## src/rtl/mul32_seq.sv

```systemverilog
// mul32_seq: iterative 32x32 unsigned shift-and-add multiplier built around one fa32 ripple adder.
module fa32 (
  input  logic [31:0] a,
  input  logic [31:0] b,
  input  logic        cin,
  output logic [31:0] sum,
  output logic        cout
);
  logic [32:0] c;
  assign c[0] = cin;
  for (genvar i = 0; i < 32; i++) begin : g_bit
    assign sum[i]   = a[i] ^ b[i] ^ c[i];
    assign c[i + 1] = (a[i] & b[i]) | (c[i] & (a[i] ^ b[i]));
  end
  assign cout = c[32];
endmodule

module mul32_seq (
  input  logic        clk,
  input  logic        rst,
  input  logic        start,
  input  logic [31:0] a,
  input  logic [31:0] b,
  output logic        busy,
  output logic        done,
  output logic [63:0] product
);
  typedef enum logic [1:0] {IDLE, RUN, DONE} state_t;
  state_t state, state_n;
  logic [31:0] mcand, hi, lo, add_b, sum, hi_n, lo_n;
  logic [4:0]  cnt;
  logic        cout, accept;
  assign add_b  = lo[0] ? mcand : 32'h0;
  assign accept = (state != RUN) && start;
  fa32 u_add (.a(hi), .b(add_b), .cin(1'b0), .sum(sum), .cout(cout));
  // cout becomes the new MSB of hi, so the 33-bit partial sum never overflows
  assign hi_n = {cout, sum[31:1]};
  assign lo_n = {sum[0], lo[31:1]};
  assign busy = state == RUN;
  assign done = state == DONE;
  always_comb begin
    state_n = state;
    if (accept)
      state_n = RUN;
    else if (state == RUN)
      state_n = cnt == 5'd31 ? DONE : RUN;
    else
      state_n = IDLE;
  end
  always_ff @(posedge clk or posedge rst)
    if (rst) state <= IDLE;
    else     state <= state_n;
  always_ff @(posedge clk or posedge rst) begin
    if (rst) begin
      mcand   <= '0;
      hi      <= '0;
      lo      <= '0;
      cnt     <= '0;
      product <= '0;
    end else if (accept) begin
      mcand <= a;
      lo    <= b;
      hi    <= '0;
      cnt   <= '0;
    end else if (state == RUN) begin
      hi  <= hi_n;
      lo  <= lo_n;
      cnt <= cnt + 5'd1;
      if (cnt == 5'd31) product <= {hi_n, lo_n};
    end
  end
endmodule
```

## config.mk

```make
export PLATFORM = sky130hd
export DESIGN_NAME = mul32_seq
export DESIGN_NICKNAME = d
export VERILOG_FILES = /design/src/rtl/mul32_seq.sv
export SDC_FILE = /design/constraint.sdc
export NUM_CORES = 1
export LEC_CHECK = 0
export BUFFER_PORTS_ARGS = -buffer_cell sky130_fd_sc_hd__buf_2
export CORE_AREA = 2 2 120 122
export DETAILED_ROUTE_END_ITERATION = 16
export DIE_AREA = 0 0 122 124
export HOLD_SLACK_MARGIN = 0.15
export PLACE_DENSITY = 0.79
export RECOVER_POWER = 25
export SETUP_SLACK_MARGIN = 0.05
export SYNTH_ARGS = -nofsm -noshare
export SYNTH_HDL_FRONTEND = slang
export SYNTH_SLANG_ARGS = --single-unit
```

## constraint.sdc

```tcl
create_clock -name clk -period 15.4 [get_ports clk]
set_clock_uncertainty 0.05 [all_clocks]
set_input_delay 3.08 -clock clk [delete_from_list [all_inputs] [get_ports clk]]
set_output_delay 3.08 -clock clk [all_outputs]
set_load 0.02 [all_outputs]
```

==> results of run 1 <==
-- metal layers --
layer  GRT usage, %  vias to the layer above  part of all wire, %
li1               -                     2289                    -
met1           29.1                     2403                   45
met2           33.1                      132                   48
met3           4.85                       19                  5.4
met4           7.26                        0                  1.4
met5              0                        -                    0
-- per-stage QoR --
step           hold WS (ns)  setup WS, ns  util (%)
6_report              0.425          1.38      64.1
5_1_grt               0.452         0.813      64.1
4_1_cts               0.434          1.33      64.4
3_5_place_dp          0.420          1.42      60.5
3_3_place_gp          0.412          1.63      60.5
2_1_floorplan         0.414          1.77         -
-- path summary, 6_finish.rpt --
path | end | cells after the start | start | slack [ns]
setup / recovery | product[62]$_DFFE_PP0P_ | 40 | lo[0]$_DFFE_PP0P_ | 1.38
hold / removal | product[53]$_DFFE_PP0P_ | 2 | product[53]$_DFFE_PP0P_ | 0.43
setup reg to reg | product[62]$_DFFE_PP0P_ | 40 | lo[0]$_DFFE_PP0P_ | 1.38
hold reg to reg | product[53]$_DFFE_PP0P_ | 2 | product[53]$_DFFE_PP0P_ | 0.43
max in group asynchronous | product[38]$_DFFE_PP0P_ | 3 | rst | 9.41
min in group asynchronous | product[9]$_DFFE_PP0P_ | 2 | rst | 3.65
-- sequential cells by signal, summed over array words and instances (netlist names) --
name / flops
state: 2
product: 64
lo: 32
mcand: 32
hi: 32
cnt: 5
-- cells by family (layout without fill, tap and decap cells) --
logic type      Yosys count  after routing  synth area share [%]
simple gates            142            142                  8.64
xor+xnor                  1              1                 0.115
fa+ha+maj                34             34                  8.64
mux                     100            100                  16.2
compound gates           95             95                  6.39
flops                   167            167                  54.9
buf+inv                  77            208                  5.09
-- critical path: cells and delay by family (launching register included) --
family	cells	cell delay [ns]
compound gates	1	0.08
buf+inv	7	0.72
simple gates	1	0.12
flops	1	0.34
fa+ha+maj	31	12.47
-- final cells by class --
cell class                 count  area, um^2  share of cell area (%)
clock inverter                10        80.1                   0.911
tap                          180         225                    2.56
sequential                   167        4180                    47.5
timing repair buffer         138         698                    7.94
clock buffer                  22         454                    5.16
inverter                      38         144                    1.64
multi-input combinational    372        3010                    34.3
-- power by group --
part	leakage, nW	switching (mW)	internal [mW]	total (mW)
clock	0.263	0.162	0.224	0.386
sequential	2.11	0.104	0.640	0.745
combinational	2.07	0.397	0.301	0.698
total	4.44	0.663	1.17	1.83
-- placed cells by master, fill, tap and decap left out, types with 2 or more instances in the layout --
cell type,count
dfrtp_1,167
buf_2,132
nand2_1,96
o21ai_0,89
inv_1,36
mux2i_1,32
mux2_4,31
fa_1,31
mux2_2,27
or3_1,25
clkbuf_16,17
mux2_1,10
nand3b_1,8
clkinv_2,7
clkbuf_1,6
and2_1,4
buf_4,4
o31ai_1,3
ha_1,3
and3_1,2
nor2_1,2
clkinvlp_4,2
==> impl_metrics.yaml, run 1 <==
status:
  status: "finished with violations"
  violations: "capacitance limit, slew limit"
route:
  drt_wl_total_um: 14800
  drt_iter0_drc: 311
  ant_nets: 0
  dr_total_vias: 4843
  routedWlPerCell_um: 15.9
  drc: 0
  drt-vias-per-instance: 5.22
  drtPass1Iterations: 4
power:
  peakVddDrop_mv: 0.126
  p_leak_nw: 4.44
  totalPowerFinal_mw: 1.83
  p_per_area_nw_per_um2: 208
synthesis:
  synth_top_area_share_pct: 54.9
  synth_flop_cell: "dfrtp_1"
  synth_warnings: 0
  yosys.area.top_type: "dfrtp_1"
  synth_area_um2: 7610
  synth.most_common_cell: "dfrtp_1"
  synth_cell_type_count: 30
  synth_nets: 717
  synth-seq-cells: 167
  synth_edf_count: 0
  async_flop_share_pct: 100
  synth_cells: 616
  ys_top_cells_by_count: "167 x dfrtp_1, 96 x nand2_1, 89 x o21ai_0, 40 x mux2_4, 37 x inv_1"
  syn_avg_cell_area_um2: 12.4
  ys_seq_area_share_pct: 54.9
  synth_area_leaders: "dfrtp_1 55%, fa_1 8.1%, mux2_4 7.9%"
global_route:
  grt_pass1_vias: 4993
  grt_pass1_wl_um: 24600
  antenna_found_initial: 0
  grt_max_degree: 101
  grt-ovfl-total: 0
  grt_use_total_pct: 21.0
floorplan:
  start_util_pct: 55.5
  row_count: 43
  fp.dieW_um: 122
  io_pins: 133
  die_h_um: 124
  core-area_um2: 13700
  fp.dieArea_um2: 15100
worst_setup_path:
  worstPathRequired_ns: 15.56
  critical_path_class: "reg2reg"
  slowest_stage: "fa_1"
  cpMostUsedCell: "fa_1"
  critPathMaxFanout: 32
  cp-end-kind: "flip-flop"
  startpoint_type: "flip-flop"
  arrival_ns: 14.18
  slowest_delay_ns: 0.48
sta:
  drv_slew: 181
  fmax_mhz: 71.3
  period_needed_ns: 14.02
  hold_violations: 0
  fin_tns_setup_ns: 0
  rsz0062_at_grt: "no"
  tightest_slew_ns: 3.56
  maxSlewHeadroom_pct: -139
  setup_viol: 0
  period_share_pct: 91.0
place:
  place_area_um2: 8310
  place_inst: 895
  dp_hpwl_um: 9880
  port-buffer-count: 132
  gp_congestion: 0.773
cells_and_area:
  num_antenna_cells: 0
  design_area_um2: 8790
  num-fill-cells: 1049
  fin_nets: 835
  layout.cells.non_filler: 927
  drive_gt1_share_pct: 30.3
  syn_to_final_growth_pct: 15.5
clock_network:
  htreeDepth: 4
  hold_buffers: 0
  cts_root_buffer: "clkbuf_16"
  tritoncts: "built"
  cts_buffers: 17
  clk_pin_slew_ns: 0.06
  worst_skew_pair.late_latency_ns: 0.42
  cts.sinks: 167
  cts-resized-gates: 0
  clock_path_buffers: 2
  post_cts_buffers: 0
hold_path:
  worstHoldPathType: "reg2reg"
job:
  cap_violations: 3
Power figures use the tool's default switching activity.
==> inputs of run 2 (changes only) <==
- CORE_AREA: 2 2 120 122 -> 5 5 123 125
- DIE_AREA: 0 0 122 124 -> 0 0 128 130
==> run 2 against run 1 <==
Effect of this change:
- the run still ends with capacitance limit, slew limit left
- clock power increased by 32%
- global-route usage decreased by 1.2 points
- setup slack improved by 0.037 ns
- sequential share of layout area decreased by 0.95 points
- worst hold slack improved by 0.0029 ns
- critical path type unchanged
==> impl_metrics.yaml, run 2 (synthesized netlist as in run 1, its figures left out) <==
status:
  status: "finished with violations"
  violations: "capacitance limit, slew limit"
route:
  ant_nets: 0
  drt_wl_total_um: 15500
  routedWlPerCell_um: 16.7
  drt_iter0_drc: 282
  drt-vias-per-instance: 5.23
  drc: 0
  dr_total_vias: 4852
  drtPass1Iterations: 4
place:
  place_ws_ns: 1.44
  gp_congestion: 0.773
  place_area_um2: 8310
  dp_hpwl_um: 10100
  port-buffer-count: 132
global_route:
  grt_use_total_pct: 19.8
  antenna_found_initial: 0
  grt_max_degree: 101
  grt-ovfl-total: 0
  grt_pass1_vias: 5178
  grt_pass1_wl_um: 25900
sta:
  tightest_slew_ns: 3.65
  drv_slew: 148
  fin_tns_setup_ns: 0
  hold_violations: 0
  rsz0062_at_grt: "no"
  fmax_mhz: 71.5
  period_share_pct: 90.8
  setup_viol: 0
  period_needed_ns: 13.98
  setup_ws_ns: 1.42
  maxSlewHeadroom_pct: -145
clock_network:
  clk_pin_slew_ns: 0.06
  cts.sinks: 167
  cts-resized-gates: 0
  post_cts_buffers: 0
  htreeDepth: 4
  cts_root_buffer: "clkbuf_16"
  worst_skew_pair.late_latency_ns: 0.42
  clock_path_buffers: 2
  tritoncts: "built"
  hold_buffers: 0
  cts_buffers: 17
cells_and_area:
  max_flop_register: "product"
  syn_to_final_growth_pct: 17.8
  num_antenna_cells: 0
  fin_nets: 835
  final_cell_mix: "167 x dfrtp_1, 132 x buf_2, 96 x nand2_1, 89 x o21ai_0, 36 x inv_1"
  design_area_um2: 8970
  largest_register_ffs: 64
  utilization_pct: 65.2
  mostFrequentLayoutCell: "dfrtp_1"
  num-fill-cells: 1078
  drive_gt1_share_pct: 30.5
floorplan:
  row_count: 43
  fp.dieW_um: 128
  start_util_pct: 55.3
  die_h_um: 130
  fp.dieArea_um2: 16600
  io_pins: 133
  core-area_um2: 13800
power:
  peakVddDrop_mv: 0.109
  p_leak_nw: 4.52
  p_per_area_nw_per_um2: 218
worst_setup_path:
  slowest_delay_ns: 0.49
  cpMostUsedCell: "fa_1"
  worstPathRequired_ns: 15.60
  cp-end-kind: "flip-flop"
  arrival_ns: 14.18
  critical_path_class: "reg2reg"
  critPathMaxFanout: 32
  slowest_stage: "fa_1"
  startpoint_type: "flip-flop"
job:
  cap_violations: 2
hold_path:
  worstHoldPathType: "reg2reg"
-- run 2: through the flow --
step / hold WS, ns / instances / total power [mW]
finish: 0.428 / 927 / 1.96
global route: 0.447 / 927 / 2.10
CTS: 0.429 / 927 / 1.99
detailed placement: 0.415 / 895 / 1.46
global placement: 0.412 / 895 / 1.42
floorplan: 0.414 / 616 / 1.25
-- run 2: report_power, final --
| group | total (mW) | leakage (nW) | internal, mW | switching [mW] |
|---|---|---|---|---|
| registers | 0.747 | 2.11 | 0.640 | 0.107 |
| clock network | 0.510 | 0.343 | 0.341 | 0.169 |
| logic | 0.699 | 2.07 | 0.300 | 0.399 |
-- run 2: final timing paths --
| path | startpoint | endpoint | slack (ns) | cells after the start |
|---|---|---|---|---|
| max in group asynchronous | rst | hi[6]$_DFFE_PP0P_ | 9.41 | 3 |
| worst max-delay path | lo[0]$_DFFE_PP0P_ | product[62]$_DFFE_PP0P_ | 1.42 | 40 |
| worst max register to register | lo[0]$_DFFE_PP0P_ | product[62]$_DFFE_PP0P_ | 1.42 | 40 |
| worst min register to register | product[52]$_DFFE_PP0P_ | product[52]$_DFFE_PP0P_ | 0.43 | 2 |
| min in group asynchronous | rst | product[10]$_DFFE_PP0P_ | 3.68 | 2 |
| worst min-delay path | product[52]$_DFFE_PP0P_ | product[52]$_DFFE_PP0P_ | 0.43 | 2 |
-- run 2: layout make-up --
cell class / instances / area, um^2 / share of cell area (%)
flip-flops and latches: 167 / 4180 / 46.6
multi-input cells: 372 / 3010 / 33.5
repair buffers: 138 / 698 / 7.78
clock buffers: 19 / 443 / 4.94
clock inverters: 13 / 274 / 3.05
well taps: 180 / 225 / 2.51
inverters: 38 / 144 / 1.60
-- run 2: routing by layer --
metal / track usage (%) / up-vias / wire length [um] / part of all wire (%)
li1: - / 2282 / - / -
met1: 26.4 / 2427 / 6920 / 45
met2: 32.2 / 125 / 7470 / 48
met3: 5.16 / 18 / 825 / 5.3
met4: 6.55 / 0 / 257 / 1.7
met5: 0 / - / 0 / 0
-- run 2: worst max-delay path, delay by kind of cell, from the launching register on --
family,cells,cell delay (ns)
fa+ha+maj,31,12.50
simple gates,1,0.12
compound gates,1,0.09
flops,1,0.34
buf+inv,7,0.70
==> inputs of run 3 (changes only) <==
- MAX_ROUTING_LAYER: default -> met4
==> run 3 against run 2 <==
Effect of this change:
- wire length increased by 0.19%
- setup slack got worse by 0.0084 ns
- register-to-register slack about the same
- worst hold slack about the same
- largest cell class unchanged
- sequential share of layout area unchanged
- fmax about the same
- clock power about the same
- combinational power about the same
- the flow still finishes with violations (capacitance limit, slew limit)
==> impl_metrics.yaml, run 3 (synthesized netlist as in run 1, its figures left out) <==
status:
  status: "finished with violations"
  violations: "capacitance limit, slew limit"
route:
  routedWlPerCell_um: 16.7
  drt-vias-per-instance: 5.25
  drtPass1Iterations: 4
  dr_total_vias: 4863
  ant_nets: 0
  drt_wl_total_um: 15500
  drt_iter0_drc: 308
  drc: 0
sta:
  period_share_pct: 90.8
  fin_tns_setup_ns: 0
  maxSlewHeadroom_pct: -145
  period_needed_ns: 13.99
  setup_viol: 0
  fmax_mhz: 71.5
  hold-worst-slack_ns: 0.428
  drv_slew: 148
  hold_violations: 0
  rsz0062_at_grt: "no"
  tightest_slew_ns: 3.66
floorplan:
  io_pins: 133
  die_h_um: 130
  row_count: 43
  fp.dieW_um: 128
  start_util_pct: 55.3
  core-area_um2: 13800
  fp.dieArea_um2: 16600
cells_and_area:
  num-fill-cells: 1078
  mostFrequentLayoutCell: "dfrtp_1"
  fin_nets: 835
  syn_to_final_growth_pct: 17.8
  layout.cells.non_filler: 927
  largest_register_ffs: 64
  final_cell_mix: "167 x dfrtp_1, 132 x buf_2, 96 x nand2_1, 89 x o21ai_0, 36 x inv_1"
  num_antenna_cells: 0
  utilization_pct: 65.2
  drive_gt1_share_pct: 30.5
  max_flop_register: "product"
global_route:
  grt_pass1_wl_um: 25800
  grt_max_degree: 101
  grt-ovfl-total: 0
  grt_use_total_pct: 20.5
  grtUsageMet1_pct: 26.5
  antenna_found_initial: 0
  grt_pass1_vias: 5176
  grt-busiest-layer: "met2"
  grt_util_met3_pct: 4.99
  grtUsageMet2_pct: 32.2
worst_setup_path:
  arrival_ns: 14.19
  startpoint_type: "flip-flop"
  r2r_end: "product[62]$_DFFE_PP0P_"
  crit_start: "lo[0]$_DFFE_PP0P_"
  r2r_cells: 40
  critical_path_class: "reg2reg"
  r2r_start: "lo[0]$_DFFE_PP0P_"
  critPathMaxFanout: 32
  cp-end-kind: "flip-flop"
  slowest_stage: "fa_1"
  setup.worst_path.end: "product[62]$_DFFE_PP0P_"
  slowest_delay_ns: 0.49
  cpMostUsedCell: "fa_1"
  r2r_slack_ns: 1.41
  worstPathRequired_ns: 15.60
hold_path:
  hold_path_depth: 2
  worstHoldPathType: "reg2reg"
clock_network:
  cts.sinks: 167
  cts-resized-gates: 0
  clock_path_buffers: 2
  cts_root_buffer: "clkbuf_16"
  cts_buffers: 17
  htreeDepth: 4
  worst_skew_pair.late_latency_ns: 0.42
  tritoncts: "built"
  post_cts_buffers: 0
  hold_buffers: 0
  clk_pin_slew_ns: 0.06
power:
  peakVddDrop_mv: 0.109
  p_leak_nw: 4.52
  p_per_area_nw_per_um2: 218
place:
  dp_hpwl_um: 10100
  place_inst: 895
  gp_congestion: 0.784
  port-buffer-count: 132
job:
  cap_violations: 2
run 3: worst min path at each step:
stage	start	end	slack, ns
2_1_floorplan	lo[1]$_DFFE_PP0P_	lo[0]$_DFFE_PP0P_	0.41
3_3_place_gp	product[43]$_DFFE_PP0P_	product[43]$_DFFE_PP0P_	0.41
3_5_place_dp	product[36]$_DFFE_PP0P_	product[36]$_DFFE_PP0P_	0.42
4_1_cts	product[36]$_DFFE_PP0P_	product[36]$_DFFE_PP0P_	0.43
5_1_grt	product[36]$_DFFE_PP0P_	product[36]$_DFFE_PP0P_	0.45
6_report	product[52]$_DFFE_PP0P_	product[52]$_DFFE_PP0P_	0.43
run 3: per-layer routing:
layer	vias up	part of all wire, %
li1	2282	-
met1	2430	45
met2	134	48
met3	17	5.4
met4	0	1.6
met5	-	0
run 3: through the flow:
stage	power [mW]	worst slack, ns	cell area, um^2
floorplan	1.25	1.77	7610
global placement	1.42	1.62	8310
detailed placement	1.46	1.44	8310
CTS	1.99	1.30	9020
global route	2.10	0.802	8970
finish	1.96	1.41	8970
run 3: power breakdown:
part,internal [mW],switching (mW),leakage [nW]
clock network,0.341,0.170,0.343
logic,0.300,0.400,2.07
registers,0.640,0.106,2.11
total,1.28,0.675,4.52
run 3: layout make-up:
cell class | count | area [um^2] | share of cell area (%)
Multi-Input combinational cell | 372 | 3010 | 33.5
Sequential cell | 167 | 4180 | 46.6
Inverter | 38 | 144 | 1.60
Timing Repair Buffer | 138 | 698 | 7.78
Clock buffer | 19 | 443 | 4.94
Clock inverter | 13 | 274 | 3.05
Tap cell | 180 | 225 | 2.51
run 3: worst max-delay path: cells and delay by family, from the launching register on:
family,cells,cell delay (ns)
buffers and inverters,7,0.70
and+or+nand+nor,1,0.12
DFF,1,0.34
adders and majority gates,31,12.52
AOI/OAI and AO/OA,1,0.09
